==> src/rtl/segment_pkg.sv <==
// segment_pkg: shared definitions for the segment scan controller.
//   - SEG_DASH / SEG_BLANK segment patterns (a..g in bits 0..6)
//   - FSM state encodings IDLE / CONV / LOAD
//   - seg_font(): 4-bit nibble -> 7-segment pattern (0-9, A, b, C, d, E, F)
package segment_pkg;

    localparam logic [6:0] SEG_DASH  = 7'h40;
    localparam logic [6:0] SEG_BLANK = 7'h00;

    localparam logic [1:0] IDLE = 2'd0;
    localparam logic [1:0] CONV = 2'd1;
    localparam logic [1:0] LOAD = 2'd2;

    function automatic logic [6:0] seg_font(input logic [3:0] nibble);
        logic [6:0] pattern;
        unique case (nibble)
            4'h0: pattern = 7'h3F;
            4'h1: pattern = 7'h06;
            4'h2: pattern = 7'h5B;
            4'h3: pattern = 7'h4F;
            4'h4: pattern = 7'h66;
            4'h5: pattern = 7'h6D;
            4'h6: pattern = 7'h7D;
            4'h7: pattern = 7'h07;
            4'h8: pattern = 7'h7F;
            4'h9: pattern = 7'h6F;
            4'hA: pattern = 7'h77;
            4'hB: pattern = 7'h7C;
            4'hC: pattern = 7'h39;
            4'hD: pattern = 7'h5E;
            4'hE: pattern = 7'h79;
            4'hF: pattern = 7'h71;
        endcase
        return pattern;
    endfunction

endpackage

==> src/rtl/segment_scan_ctrl_bin2bcd.sv <==
// bin2bcd_seq: sequential double-dabble binary -> BCD converter.
// Ports:
//   clk_in, rst_in  clock, synchronous active-high reset
//   start_in        loads value_in and begins a WIDTH-step conversion
//   value_in        binary input
//   done_out        high during the final step; bcd_out is final the cycle after
//   bcd_out         DIGITS packed BCD nibbles, digit 0 in bits [3:0]
//   overflow_out    sticky: a 1 was shifted out of the top nibble
module bin2bcd_seq #(
    parameter int WIDTH  = 12,
    parameter int DIGITS = 4
) (
    input  logic                  clk_in,
    input  logic                  rst_in,
    input  logic                  start_in,
    input  logic [WIDTH-1:0]      value_in,
    output logic                  done_out,
    output logic [4*DIGITS-1:0]   bcd_out,
    output logic                  overflow_out
);

    localparam int CNT_W = $clog2(WIDTH + 1);

    logic [WIDTH-1:0]    shift_q;
    logic [4*DIGITS-1:0] bcd_q;
    logic [4*DIGITS-1:0] bcd_adj;
    logic                ovf_q;
    logic [CNT_W-1:0]    cnt_q;

    // Add-3 correction on every nibble that would exceed 9 after doubling.
    always_comb begin
        bcd_adj = bcd_q;
        for (int k = 0; k < DIGITS; k++) begin
            if (bcd_q[4*k +: 4] >= 4'd5) begin
                bcd_adj[4*k +: 4] = bcd_q[4*k +: 4] + 4'd3;
            end
        end
    end

    always_ff @(posedge clk_in) begin
        if (rst_in) begin
            shift_q <= '0;
            bcd_q   <= '0;
            ovf_q   <= 1'b0;
            cnt_q   <= '0;
        end else if (start_in) begin
            shift_q <= value_in;
            bcd_q   <= '0;
            ovf_q   <= 1'b0;
            cnt_q   <= CNT_W'(WIDTH);
        end else if (cnt_q != '0) begin
            shift_q <= shift_q << 1;
            bcd_q   <= {bcd_adj[4*DIGITS-2:0], shift_q[WIDTH-1]};
            ovf_q   <= ovf_q | bcd_adj[4*DIGITS-1];
            cnt_q   <= cnt_q - CNT_W'(1);
        end
    end

    assign done_out     = (cnt_q == CNT_W'(1));
    assign bcd_out      = bcd_q;
    assign overflow_out = ovf_q;

endmodule

==> src/rtl/segment_scan_ctrl.sv <==
// segment_scan_ctrl: time-multiplexed 7-segment display controller.
// Accepts a binary value over valid/ready, converts it to BCD (or shows raw hex) and scans
// DIGITS digits over one shared segment bus with one-hot digit selects.
// Ports:
//   clk_in, rst_in   clock, synchronous active-high reset
//   value_in         binary value; hex_mode_in / dp_in sampled alongside it
//   valid_in         input valid; ready_out high when a new value can be accepted
//   seg_out          a..g in bits 0..6, dp in bit 7
//   dig_sel_out      one-hot active digit
//   overflow_out     displayed value did not fit in DIGITS digits
// Build option: define LEADING_ZERO_BLANK_EN to blank leading zeros in decimal mode.
module segment_scan_ctrl
    import segment_pkg::*;
#(
    parameter int DIGITS         = 4,
    parameter int WIDTH          = 12,
    parameter int SCAN_DIV       = 50000,
    parameter int SEG_ACTIVE_LOW = 0
) (
    input  logic              clk_in,
    input  logic              rst_in,
    input  logic [WIDTH-1:0]  value_in,
    input  logic              hex_mode_in,
    input  logic [DIGITS-1:0] dp_in,
    input  logic              valid_in,
    output logic              ready_out,
    output logic [7:0]        seg_out,
    output logic [DIGITS-1:0] dig_sel_out,
    output logic              overflow_out
);

    localparam int PAD_W = (WIDTH > 4*DIGITS) ? WIDTH : 4*DIGITS;
    localparam int IDX_W = (DIGITS > 1) ? $clog2(DIGITS) : 1;
    localparam int PRE_W = $clog2(SCAN_DIV);

    logic [1:0]               state_q;
    logic [WIDTH-1:0]         val_q;
    logic                     hex_q;
    logic [DIGITS-1:0]        dp_cap_q;

    // Display registers, only ever written in LOAD.
    logic [DIGITS-1:0][3:0]   digit_q;
    logic [DIGITS-1:0]        blank_q;
    logic [DIGITS-1:0]        dp_q;
    logic                     ovf_q;

    logic [PRE_W-1:0]         pre_q;
    logic [IDX_W-1:0]         idx_q;
    logic [7:0]               seg_q;
    logic [DIGITS-1:0]        sel_q;

    logic                     accept;
    logic                     conv_start;
    logic                     conv_done;
    logic [4*DIGITS-1:0]      conv_bcd;
    logic                     conv_ovf;

    logic [PAD_W-1:0]         val_pad;
    logic [DIGITS-1:0][3:0]   load_digits;
    logic                     load_ovf;
    logic [DIGITS-1:0]        load_blank;
    logic [6:0]               seg_pattern;

    assign ready_out  = (state_q == IDLE);
    assign accept     = ready_out && valid_in;
    assign conv_start = accept && !hex_mode_in;

    bin2bcd_seq #(
        .WIDTH  (WIDTH),
        .DIGITS (DIGITS)
    ) u_bin2bcd (
        .clk_in       (clk_in),
        .rst_in       (rst_in),
        .start_in     (conv_start),
        .value_in     (value_in),
        .done_out     (conv_done),
        .bcd_out      (conv_bcd),
        .overflow_out (conv_ovf)
    );

    // Digits, overflow and blank mask to be copied into the display in LOAD.
    always_comb begin
        val_pad = PAD_W'(val_q);
        if (hex_q) begin
            load_digits = val_pad[4*DIGITS-1:0];
            load_ovf    = |(val_pad >> (4*DIGITS));
        end else begin
            load_digits = conv_bcd;
            load_ovf    = conv_ovf;
        end
    end

`ifdef LEADING_ZERO_BLANK_EN
    logic lead_zero;

    always_comb begin
        load_blank = '0;
        lead_zero  = !hex_q && !load_ovf;
        // Walk from the top digit down; digit 0 is never blanked.
        for (int k = DIGITS - 1; k >= 1; k--) begin
            if (lead_zero && (load_digits[k] == 4'd0)) begin
                load_blank[k] = 1'b1;
            end else begin
                lead_zero = 1'b0;
            end
        end
    end
`else
    assign load_blank = '0;
`endif

    always_ff @(posedge clk_in) begin
        if (rst_in) begin
            state_q  <= IDLE;
            val_q    <= '0;
            hex_q    <= 1'b0;
            dp_cap_q <= '0;
            digit_q  <= '0;
            blank_q  <= '0;
            dp_q     <= '0;
            ovf_q    <= 1'b0;
        end else begin
            case (state_q)
                IDLE: begin
                    if (accept) begin
                        val_q    <= value_in;
                        hex_q    <= hex_mode_in;
                        dp_cap_q <= dp_in;
                        state_q  <= hex_mode_in ? LOAD : CONV;
                    end
                end
                CONV: begin
                    // done marks the last step; the BCD result is final in LOAD.
                    if (conv_done) begin
                        state_q <= LOAD;
                    end
                end
                LOAD: begin
                    digit_q <= load_digits;
                    blank_q <= load_blank;
                    dp_q    <= dp_cap_q;
                    ovf_q   <= load_ovf;
                    state_q <= IDLE;
                end
                default: state_q <= IDLE;
            endcase
        end
    end

    always_comb begin
        if (ovf_q) begin
            seg_pattern = SEG_DASH;
        end else if (blank_q[idx_q]) begin
            seg_pattern = SEG_BLANK;
        end else begin
            seg_pattern = seg_font(digit_q[idx_q]);
        end
    end

    // Free-running scan, independent of the conversion FSM.
    always_ff @(posedge clk_in) begin
        if (rst_in) begin
            pre_q <= '0;
            idx_q <= '0;
            seg_q <= '0;
            sel_q <= '0;
        end else begin
            if (pre_q == PRE_W'(SCAN_DIV - 1)) begin
                pre_q <= '0;
                idx_q <= (idx_q == IDX_W'(DIGITS - 1)) ? '0 : idx_q + IDX_W'(1);
            end else begin
                pre_q <= pre_q + PRE_W'(1);
            end
            seg_q <= {dp_q[idx_q], seg_pattern};
            sel_q <= DIGITS'(1) << idx_q;
        end
    end

    // Polarity applied after the registers so reset reads as all-off at the pins.
    assign seg_out      = (SEG_ACTIVE_LOW != 0) ? ~seg_q : seg_q;
    assign dig_sel_out  = (SEG_ACTIVE_LOW != 0) ? ~sel_q : sel_q;
    assign overflow_out = ovf_q;

endmodule
==> config.mk <==
export PLATFORM = sky130hd
export DESIGN_NAME = segment_scan_ctrl
export DESIGN_NICKNAME = d
export VERILOG_FILES = /design/src/rtl/segment_pkg.sv /design/src/rtl/segment_scan_ctrl_bin2bcd.sv /design/src/rtl/segment_scan_ctrl.sv
export SDC_FILE = /design/constraint.sdc
export NUM_CORES = 1
export LEC_CHECK = 0
export ABC_AREA = 1
export CAP_MARGIN = 20
export CORE_MARGIN = 1
export CORE_UTILIZATION = 40
export DETAILED_ROUTE_END_ITERATION = 8
export DONT_BUFFER_PORTS = 1
export PLACE_DENSITY_LB_ADDON = 0.3
export RECOVER_POWER = 50
export SLEW_MARGIN = 20
export SYNTH_ARGS = -nofsm -noshare
export SYNTH_HDL_FRONTEND = slang
export SYNTH_SLANG_ARGS = --single-unit
==> constraint.sdc <==
create_clock -name clk_in -period 1.65 [get_ports clk_in]
set_input_delay 0.495 -clock clk_in [delete_from_list [all_inputs] [get_ports clk_in]]
set_output_delay 0.495 -clock clk_in [all_outputs]
set_load 0.02 [all_outputs]
# Yosys cells after proc, flatten, opt, wreduce, memory -nomap -nowiden

Memory sizes are Yosys's and may differ from the RTL's.
Index checks and enable logic that the tools add are counted.

Output and inout port bits: 14
Memories kept: 1
Input bits: 20
Logic and storage cells: 76
Bits in registers: 103
Memory bits (read-only): 112

Magnitude comparators: 5
Equality and inequality tests: 7
Reductions and logical operators: 11
Mux-type cells: 23
Shifts and indexed selects: 1
Bitwise operators: 1
Add/sub/neg operators: 7

Memory list:

| name             | depth | width | rd ports | clocked after Yosys merged registers in | wr ports | RTL line          | text |
|---|---|---|---|---|---|---|---|
| (name not given) | 16    | 7     | 1        | 0                                       | 0        | segment_pkg.sv:16 | `unique case (nibble)` |

Operators by type and width:

| kind                                                                  | number |
|---|---|
| 4-bit two-way mux                                                     | 7 |
| 12-bit two-way mux                                                    | 2 |
| 16-bit by 1-bit adder with 16-bit output, second input constant       | 1 |
| 4-bit by 2-bit adder with 4-bit output, second input constant         | 4 |
| 16-bit equality test, second input constant                           | 1 |
| 4-bit by 3-bit >= comparator with 1-bit output, second input constant | 4 |
| 16-bit two-way mux                                                    | 1 |
| 7-bit two-way mux                                                     | 2 |
| 4-bit binary-select mux with 2-bit select                             | 1 |
| 2-bit two-way mux                                                     | 4 |
| 1-bit binary-select mux with 2-bit select                             | 2 |
| 2-bit equality test, second input constant                            | 2 |
| 4-bit by 1-bit equality test with 1-bit output, second input constant | 1 |
| 2-bit case mux with 2 select lines                                    | 1 |
| 2-bit AND reduction                                                   | 2 |
| 4-bit nonzero test                                                    | 1 |
| 2-bit OR reduction                                                    | 2 |
| 1-bit by 2-bit left shift with 4-bit output, first input constant     | 1 |
| 4-bit by 1-bit subtractor with 4-bit output, second input constant    | 1 |
| 2-bit by 3-bit < comparator with 1-bit output, second input constant  | 1 |
| 1-bit two-way mux                                                     | 3 |
| 3-bit OR reduction                                                    | 1 |
| 2-bit by 1-bit adder with 2-bit output, second input constant         | 1 |
| 2-bit by 1-bit equality test with 1-bit output, second input constant | 1 |
| other kinds (7)                                                       | 8 |

# Logic depth before layout (Yosys ltp)

Gate-level depths: netlist (run 1).
An unclocked memory read counts as a cell.

Word-level depth: 5
Mapped depth: 10
Gate-level depth less buffers: 10

# Modules after synthesis

From an unflattened synthesis (run 1), not the netlist that was laid out.

Cells, all modules: 676
Area, all modules: 4,859.7 sq um

By module, submodules not included:

| module            | area an instance (sq um) | times used | seq. area each (sq um) | cells an instance |
|---|---|---|---|---|
| segment_scan_ctrl | 3,083.0                  | 1          | 1,401.3                | 418 |
| bin2bcd_seq       | 1,776.7                  | 1          | 660.6                  | 258 |

# Worst setup path after synthesis (run 1)

No wires, ideal clock.

Kind: reg2reg
From: register idx_q[0]
To: register seg_q[6] (netlist: seg_out[6])
Library setup time: 66 ps
Period minus slack after synthesis: 1,555 ps
Path buffers: 0
Arrival: 1,489 ps
Stages on the path, launching flop included: 11
Path slack: 95 ps
Required time: 1,584 ps
Cells stage by stage: dfxtp_1 -> inv_2 -> nand2_1 -> nand3_1 -> nand2_1 -> inv_1 -> ha_1 -> nand3b_1 -> nand2_1 -> nand2_2 -> a21oi_2

Longest elaborated chain between the ends: 5
Elaborated cells on any way between the ends: 7
Those cells by class: 6 x mux; 1 x memory

RTL lines:

| what                                      | RTL line                 | text |
|---|---|---|
| start: declaration                        | segment_scan_ctrl.sv:48  | `logic [IDX_W-1:0] idx_q;` |
| start signal: assignment                  | segment_scan_ctrl.sv:170 | `idx_q <= (idx_q == IDX_W'(DIGITS - 1)) ? '0 : idx_q + IDX_W'(1);` |
| 4-bit binary-select mux with 2-bit select | segment_scan_ctrl.sv:156 | `seg_pattern = seg_font(digit_q[idx_q]);` |
| 4-bit two-way mux (not written as such)   | segment_scan_ctrl.sv:156 |  |
| memory 16 x 7 bit                         | --                       |  |
| 7-bit two-way mux *                       | segment_scan_ctrl.sv:153 | `end else if (blank_q[idx_q]) begin` |
| 7-bit two-way mux *                       | segment_scan_ctrl.sv:151 | `if (ovf_q) begin` |
| end signal: assignment                    | segment_scan_ctrl.sv:174 | `seg_q <= {dp_q[idx_q], seg_pattern};` |
| end: declaration                          | segment_scan_ctrl.sv:49  | `logic [7:0] seg_q;` |

Mark *: on every way between the ends. The rest lies on a longest branch, timed or not. The select of a mux whose other input is x is not followed.
A chain may end at the register's enable or synchronous reset.

# Worst setup path after layout (run 1)

From: register state_q[0]
To: output port ready_out

Longest elaborated chain between the ends: 1

RTL lines:

| what                     | RTL line                 | text |
|---|---|---|
| start: declaration       | segment_scan_ctrl.sv:36  | `logic [1:0] state_q;` |
| start signal: assignment | segment_scan_ctrl.sv:129 | `state_q <= hex_mode_in ? LOAD : CONV;` |
| 2-bit logical NOT        | segment_scan_ctrl.sv:64  | `assign ready_out = (state_q == IDLE);` |
| end: declaration         | segment_scan_ctrl.sv:26  | `output logic ready_out,` |

No other way between the ends.

==> flow_metrics.tcl, run 1 <==
set metrics [dict create \
    status "finished, violations left" \
    failed_checks "design-rule violations" \
    die_w_um 112 \
    synthTopCellsByArea "dfxtp_1 (43%), nand2_1 (9.4%), a21oi_1 (7.3%), o21ai_0 (6.5%), nor2_1 (5.5%)" \
    yosys_register_bits 103 \
    setup_viol 0 \
    maxCapViolCount 0 \
    layout.nets 698 \
    antenna_found_initial 0 \
    holdPathStages 1 \
    cts_made_buffers 9 \
    seq_area_frac_synth 0.428 \
    syn_area_per_cell_um2 7.37 \
    report.final.slew_viol_count 0 \
    path_clk_slew_ns 0.07 \
    ys_top_cells_by_count "nand2_1 (121), dfxtp_1 (103), nor2_1 (71)" \
    endpoint_kind "output pin" \
    diodes 0 \
    finalPower_uw 7530 \
    grt_pass1_vias 3909 \
    crit_required_ns 1.15 \
    io_buffers 0 \
    synth_most_common_cell "nand2_1" \
    die-height_um 112 \
    area_delta_synth_final_pct 10.2 \
    synthDistinctLibCells 35 \
    vias 4061 \
    syn_nets 694 \
    yosysTopAreaCellShare 0.428 \
    dp_hpwl_um 7580 \
    fin_crit_ns 1.53 \
    grt_use_total 0.175 \
    setup_tns_ns 0 \
    worst-path-max-fanout 3 \
    grt-ovfl-total 0 \
    start_util 0.417 \
    firstDrtPassIters 6 \
    grt_pass1_wl_um 17800 \
    total_leakage_power_uw 0.00217 \
    num_io_pins 34 \
    wl_per_cell_um 12.8 \
    placed_cells 789 \
    hold_buffers 0 \
    power_density_mw_per_mm2 1420 \
    skew_ns 0.00658 \
    clockBufferDepth 2 \
    peakVddDrop_uv 1080 \
    finalCritPeriodShare 0.928 \
    syn-cell-area_mm2 0.00482 \
    startpoint_type "register" \
    yosys_warnings 0 \
    clkLatencyLatePin_ns 0.35 \
    dieArea_mm2 0.0125 \
    async_reset_ff_frac 0 \
    drive_gt1_frac 0.112 \
    htreeDepth 3 \
    clock.fmax_mhz 653 \
    synthCells 654 \
    row_count 39 \
    hold_path_class "primary input to register" \
    drc 1 \
    cts.sinks 103 \
    final_cells 806 \
    rsz0062_at_grt "false" \
    max_slew_margin 0.692 \
    ff2ff_path_depth 10 \
    max_slew.worst_pin.slew_ns 0.461 \
    synth_top_flop_cell "dfxtp_1" \
    wl_um 10300 \
    gp_congestion 0.834 \
    finalHoldViolCount 0 \
    cts-root-buf "clkbuf_16" \
    worstPathArrival_ns 1.04 \
    synth-edff-count 0 \
    viasPerCell 5.04 \
    synth_top_area_cell "dfxtp_1" \
    drt_iter0_markers 267 \
    grt_max_degree 24 \
    core_mm2 0.0116 \
    postRouteAntennaNets 0 \
    worst-setup-path-type "register to output pin" \
    cts_tree "done" \
]
## cell usage in the layout, fill, tap and decap left out, types with 2 or more instances in the layout
cell,count
nand4_1,4
dfxtp_2,2
nand3b_1,2
clkinv_4,2
o21ai_1,4
xnor2_1,3
a31oi_1,8
nand3_2,4
or2_2,2
a211oi_1,4
a21oi_2,3
ha_1,20
nand3_1,32
nand2_1,120
inv_1,62
inv_2,10
buf_12,3
nor2_1,71
clkbuf_1,3
o21ai_2,2
clkinvlp_4,3
clkbuf_16,9
nor3_1,6
o21ai_0,64
nand2_4,3
nand2_2,9
or2_0,2
a21oi_1,70
nor2_2,7
xor2_1,9
dfxtp_1,101
buf_4,10
## state kept, by name (all words and copies together), names as in the netlist
signal / flops
overflow_out: 1
dp_q: 4
u_bin2bcd.cnt_q: 4
u_bin2bcd.bcd_out: 16
seg_out: 8
idx_q: 2
dp_cap_q: 4
pre_q: 16
dig_sel_out: 4
state_q: 2
hex_q: 1
val_q: 12
u_bin2bcd.overflow_out: 1
u_bin2bcd.shift_q: 12
digit_q: 16
## cells by family after synthesis
group,synth area share
and+or+nand+nor,0.241
AOI/OAI and AO/OA,0.172
DFF,0.428
buffers and inverters,0.0859
adders and majority gates,0.0519
xor gates and xnor gates,0.0218
## power by group
| part | leakage (uW) | switching, uW | total (uW) | internal, uW |
|---|---|---|---|---|
| Combinational | 0.00120 | 1420 | 2330 | 911 |
| Sequential | 0.000845 | 344 | 3210 | 2860 |
| Clock | 0.000125 | 918 | 1990 | 1070 |
## critical path: stages (launching register included)
cell and delay [ns]:
dfxtp_1 0.36, inv_1 0.07, nand2_1 0.13, inv_1 0.13
## layout make-up
class                   instances  area [um^2]
clock inverters                 4         31.3
inverters                      74          283
multi-input cells             453         2350
fillers                      1134         6250
repair buffers                 17          163
well taps                     143          179
clock buffers                  12          246
flip-flops and latches        103         2060
## per-stage QoR
| step | util | cell area (um^2) | hold slack, ns | worst slack [ns] |
|---|---|---|---|---|
| after global routing | 0.460 | 5320 | 0.195 | 0.00688 |
| after floorplan | - | 4820 | 0.417 | 0.0952 |
| after global placement | 0.435 | 5030 | 0.430 | 0.0789 |
| after CTS | 0.459 | 5310 | 0.197 | 0.00845 |
| final | 0.460 | 5320 | 0.212 | 0.118 |
| after detailed placement | 0.435 | 5030 | 0.441 | 0.0127 |
## layer usage
metal,global-route usage,routed length (um),vias up
met1,0.212,4860,1859
met5,0,0,-
li1,-,-,2124
met3,0.0517,486,7
met4,0.0414,85,0
met2,0.302,4900,71
## repair_timing
action,4_1_cts,5_1_grt
endpoints found under the setup margin,0,9
gates resized for setup,0,6
buffers inserted,0,1
## worst paths after layout
kind / slack (ns) / end / from
hold / removal: 0.21 / seg_out[6] / rst_in
setup / recovery: 0.12 / ready_out / state_q[0]
setup reg to reg: 0.12 / seg_out[3] / idx_q[0]
hold reg to reg: 0.45 / pre_q[0] / pre_q[0]
Note: power is estimated with default switching activity, not from simulation.
==> inputs of run 2 (changes only) <==
--- a/config.mk
+++ b/config.mk
@@ -11,9 +11,8 @@
 export CORE_UTILIZATION = 40
 export DETAILED_ROUTE_END_ITERATION = 8
 export DONT_BUFFER_PORTS = 1
-export PLACE_DENSITY_LB_ADDON = 0.3
+export PLACE_DENSITY = 0.52
 export RECOVER_POWER = 50
-export SLEW_MARGIN = 20
 export SYNTH_ARGS = -nofsm -noshare
 export SYNTH_HDL_FRONTEND = slang
 export SYNTH_SLANG_ARGS = --single-unit
==> constraint.sdc (replaced) <==
create_clock -name clk_in -period 1.6 [get_ports clk_in]
set_input_delay 0.48 -clock clk_in [delete_from_list [all_inputs] [get_ports clk_in]]
set_output_delay 0.48 -clock clk_in [all_outputs]
set_load 0.02 [all_outputs]
==> run 2 against run 1 <==
Core utilization grew 0.94 points. Sequential share of layout area shrank 0.73 points. Combinational power grew 2%. Worst hold slack lost 0.017 ns. Critical path depth grew 7. Critical path type is now register to register. Sequential power grew 3%. Worst setup slack lost 0.031 ns. Clock power grew 16%. Sequential cell count is the same. First-iteration DRC count shrank 19%. The run now ends clean. Clock skew shrank 0.00065 ns.
==> flow_metrics.tcl, run 2 (synthesis results as in run 1) <==
set metrics [dict create \
    finalHoldViolCount 0 \
    drive_gt1_frac 0.127 \
    viasPerCell 5.00 \
    pwr-share-comb 0.297 \
    peakVddDrop_uv 1680 \
    startpoint_type "register" \
    p_sw_uw 2800 \
    report.final.slew_viol_count 0 \
    dp_hpwl_um 7800 \
    p_sw_frac 0.350 \
    critPathMaxStageDelay_ns 0.36 \
    firstDrtPassIters 5 \
    finalCritPeriodShare 0.946 \
    skew_ns 0.00593 \
    layout_common_cells "nand2_1 (120), dfxtp_1 (101), nor2_1 (72)" \
    total_leakage_power_uw 0.00224 \
    placed_cells 794 \
    grt_pass1_vias 3830 \
    clockBufferDepth 2 \
    wl_per_cell_um 13.1 \
    worst-setup-path-type "register to register" \
    wl_um 10700 \
    finalWorstSetupSlack_ns 0.0868 \
    final_cells 814 \
    path_buf_inv 2 \
    cp_slowest_cell "dfxtp_4" \
    setup_viol 0 \
    power_density_mw_per_mm2 1470 \
    postRouteAntennaNets 0 \
    status "completed" \
    crit_family "simple AND/OR/NAND/NOR gates" \
    cts_tree "done" \
    worstPathArrival_ns 1.76 \
    cts_made_buffers 9 \
    grt-ovfl-total 0 \
    dpl_cell_area_mm2 0.00508 \
    endpoint_kind "register" \
    fin_area_mm2 0.00542 \
    maxCapViolCount 0 \
    dieArea_mm2 0.0125 \
    clock.fmax_mhz 661 \
    antenna_found_initial 0 \
    cts.sinks 103 \
    critical_path.cell_chain "buf_4 > nand2_1 > nand3_1 > nand2_2 > inv_2 > ha_1 > nand2_2 > nand2_4 > nor2_2 > nor2_2" \
    pre_cts_ws_ns -0.0138 \
    area_delta_synth_final_pct 12.5 \
    pwr-share-clk 0.289 \
    internal-power_uw 5200 \
    num_io_pins 34 \
    io_buffers 0 \
    cts-root-buf "clkbuf_16" \
    drt_iter0_markers 216 \
    grt_use_total 0.183 \
    grt_max_degree 24 \
    row_count 39 \
    diodes 0 \
    setup_tns_ns 0 \
    gp_congestion 0.890 \
    clkLatencyLatePin_ns 0.35 \
    final_common_cell "nand2_1" \
    layout.nets 706 \
    vias 4073 \
    crit_required_ns 1.85 \
    max_slew_margin 0.659 \
    power_frac_seq 0.414 \
    drc 0 \
    htreeDepth 3 \
    hold_path_class "primary input to register" \
    fin_crit_ns 1.51 \
    die-height_um 112 \
    core_mm2 0.0116 \
    path_clk_slew_ns 0.07 \
    die_w_um 112 \
    grt_pass1_wl_um 18000 \
    worst-path-max-fanout 5 \
    max_slew.worst_pin.slew_ns 0.508 \
    start_util 0.417 \
]
==> run 2: cell count changes in the layout (fill, tap and decap cells not counted), sizes merged <==
cell | previous run | this run
buf | 14 | 23
clkinvlp | 3 | 0
clkbuf | 15 | 13
clkinv | 3 | 5
bufinv | 0 | 1
inv | 72 | 73
==> run 2: worst paths after layout <==
path,slack [ns],endpoint,cells after the start,startpoint
hold / removal,0.20,seg_out[6],1,rst_in
hold reg to reg,0.45,state_q[1],1,state_q[1]
setup / recovery,0.09,seg_out[3],10,idx_q[0]
setup reg to reg,0.09,seg_out[3],10,idx_q[0]
==> run 2: area by class of cell <==
cell class / count / area (um^2)
fill: 1164 / 6140
multi-input combinational: 453 / 2350
sequential: 103 / 2070
inverter: 74 / 283
clock buffer: 11 / 253
timing repair buffer: 25 / 231
tap: 143 / 179
clock inverter: 5 / 65.1
==> run 2: power by group through the flow <==
| stage | sequential [uW] | combinational [uW] | clock [uW] |
|---|---|---|---|
| detailed placement | 3370 | 2370 | 0 |
| finish | 3310 | 2380 | 2310 |
| global route | 3370 | 2750 | 2500 |
| global placement | 3370 | 2310 | 0 |
| CTS | 3310 | 2380 | 2390 |
| floorplan | 3260 | 1780 | 0 |
==> run 2: metal layers <==
metal / wire length (um) / vias up / global-route usage
met4: 311 / 0 / 0.0757
met2: 4950 / 80 / 0.295
met1: 4870 / 1822 / 0.220
li1: - / 2154 / -
met5: 0 / - / 0
met3: 551 / 17 / 0.0664
==> run 2: what timing repair did <==
action                                  4_1_cts  5_1_grt
hold buffers                                  0        0
resized for setup                             1       12
pin swaps                                     0        6
endpoints found under the setup margin        4       11
setup buffers                                 0        4
==> run 2: worst reg2reg max path, stage by stage, from the launching register on <==
cell,delay (ns)
dfxtp_4,0.36
buf_4,0.15
nand2_1,0.06
nand3_1,0.09
nand2_2,0.13
inv_2,0.07
ha_1,0.28
nand2_2,0.09
nand2_4,0.05
nor2_2,0.08
nor2_2,0.03
==> run 2: per-stage QoR <==
stage / total power [uW] / util / hold WS [ns]
global route: 8620 / 0.469 / 0.168
global placement: 5680 / 0.439 / 0.431
floorplan: 5040 / - / 0.417
detailed placement: 5740 / 0.439 / 0.442
finish: 8000 / 0.469 / 0.195
CTS: 8090 / 0.467 / 0.173
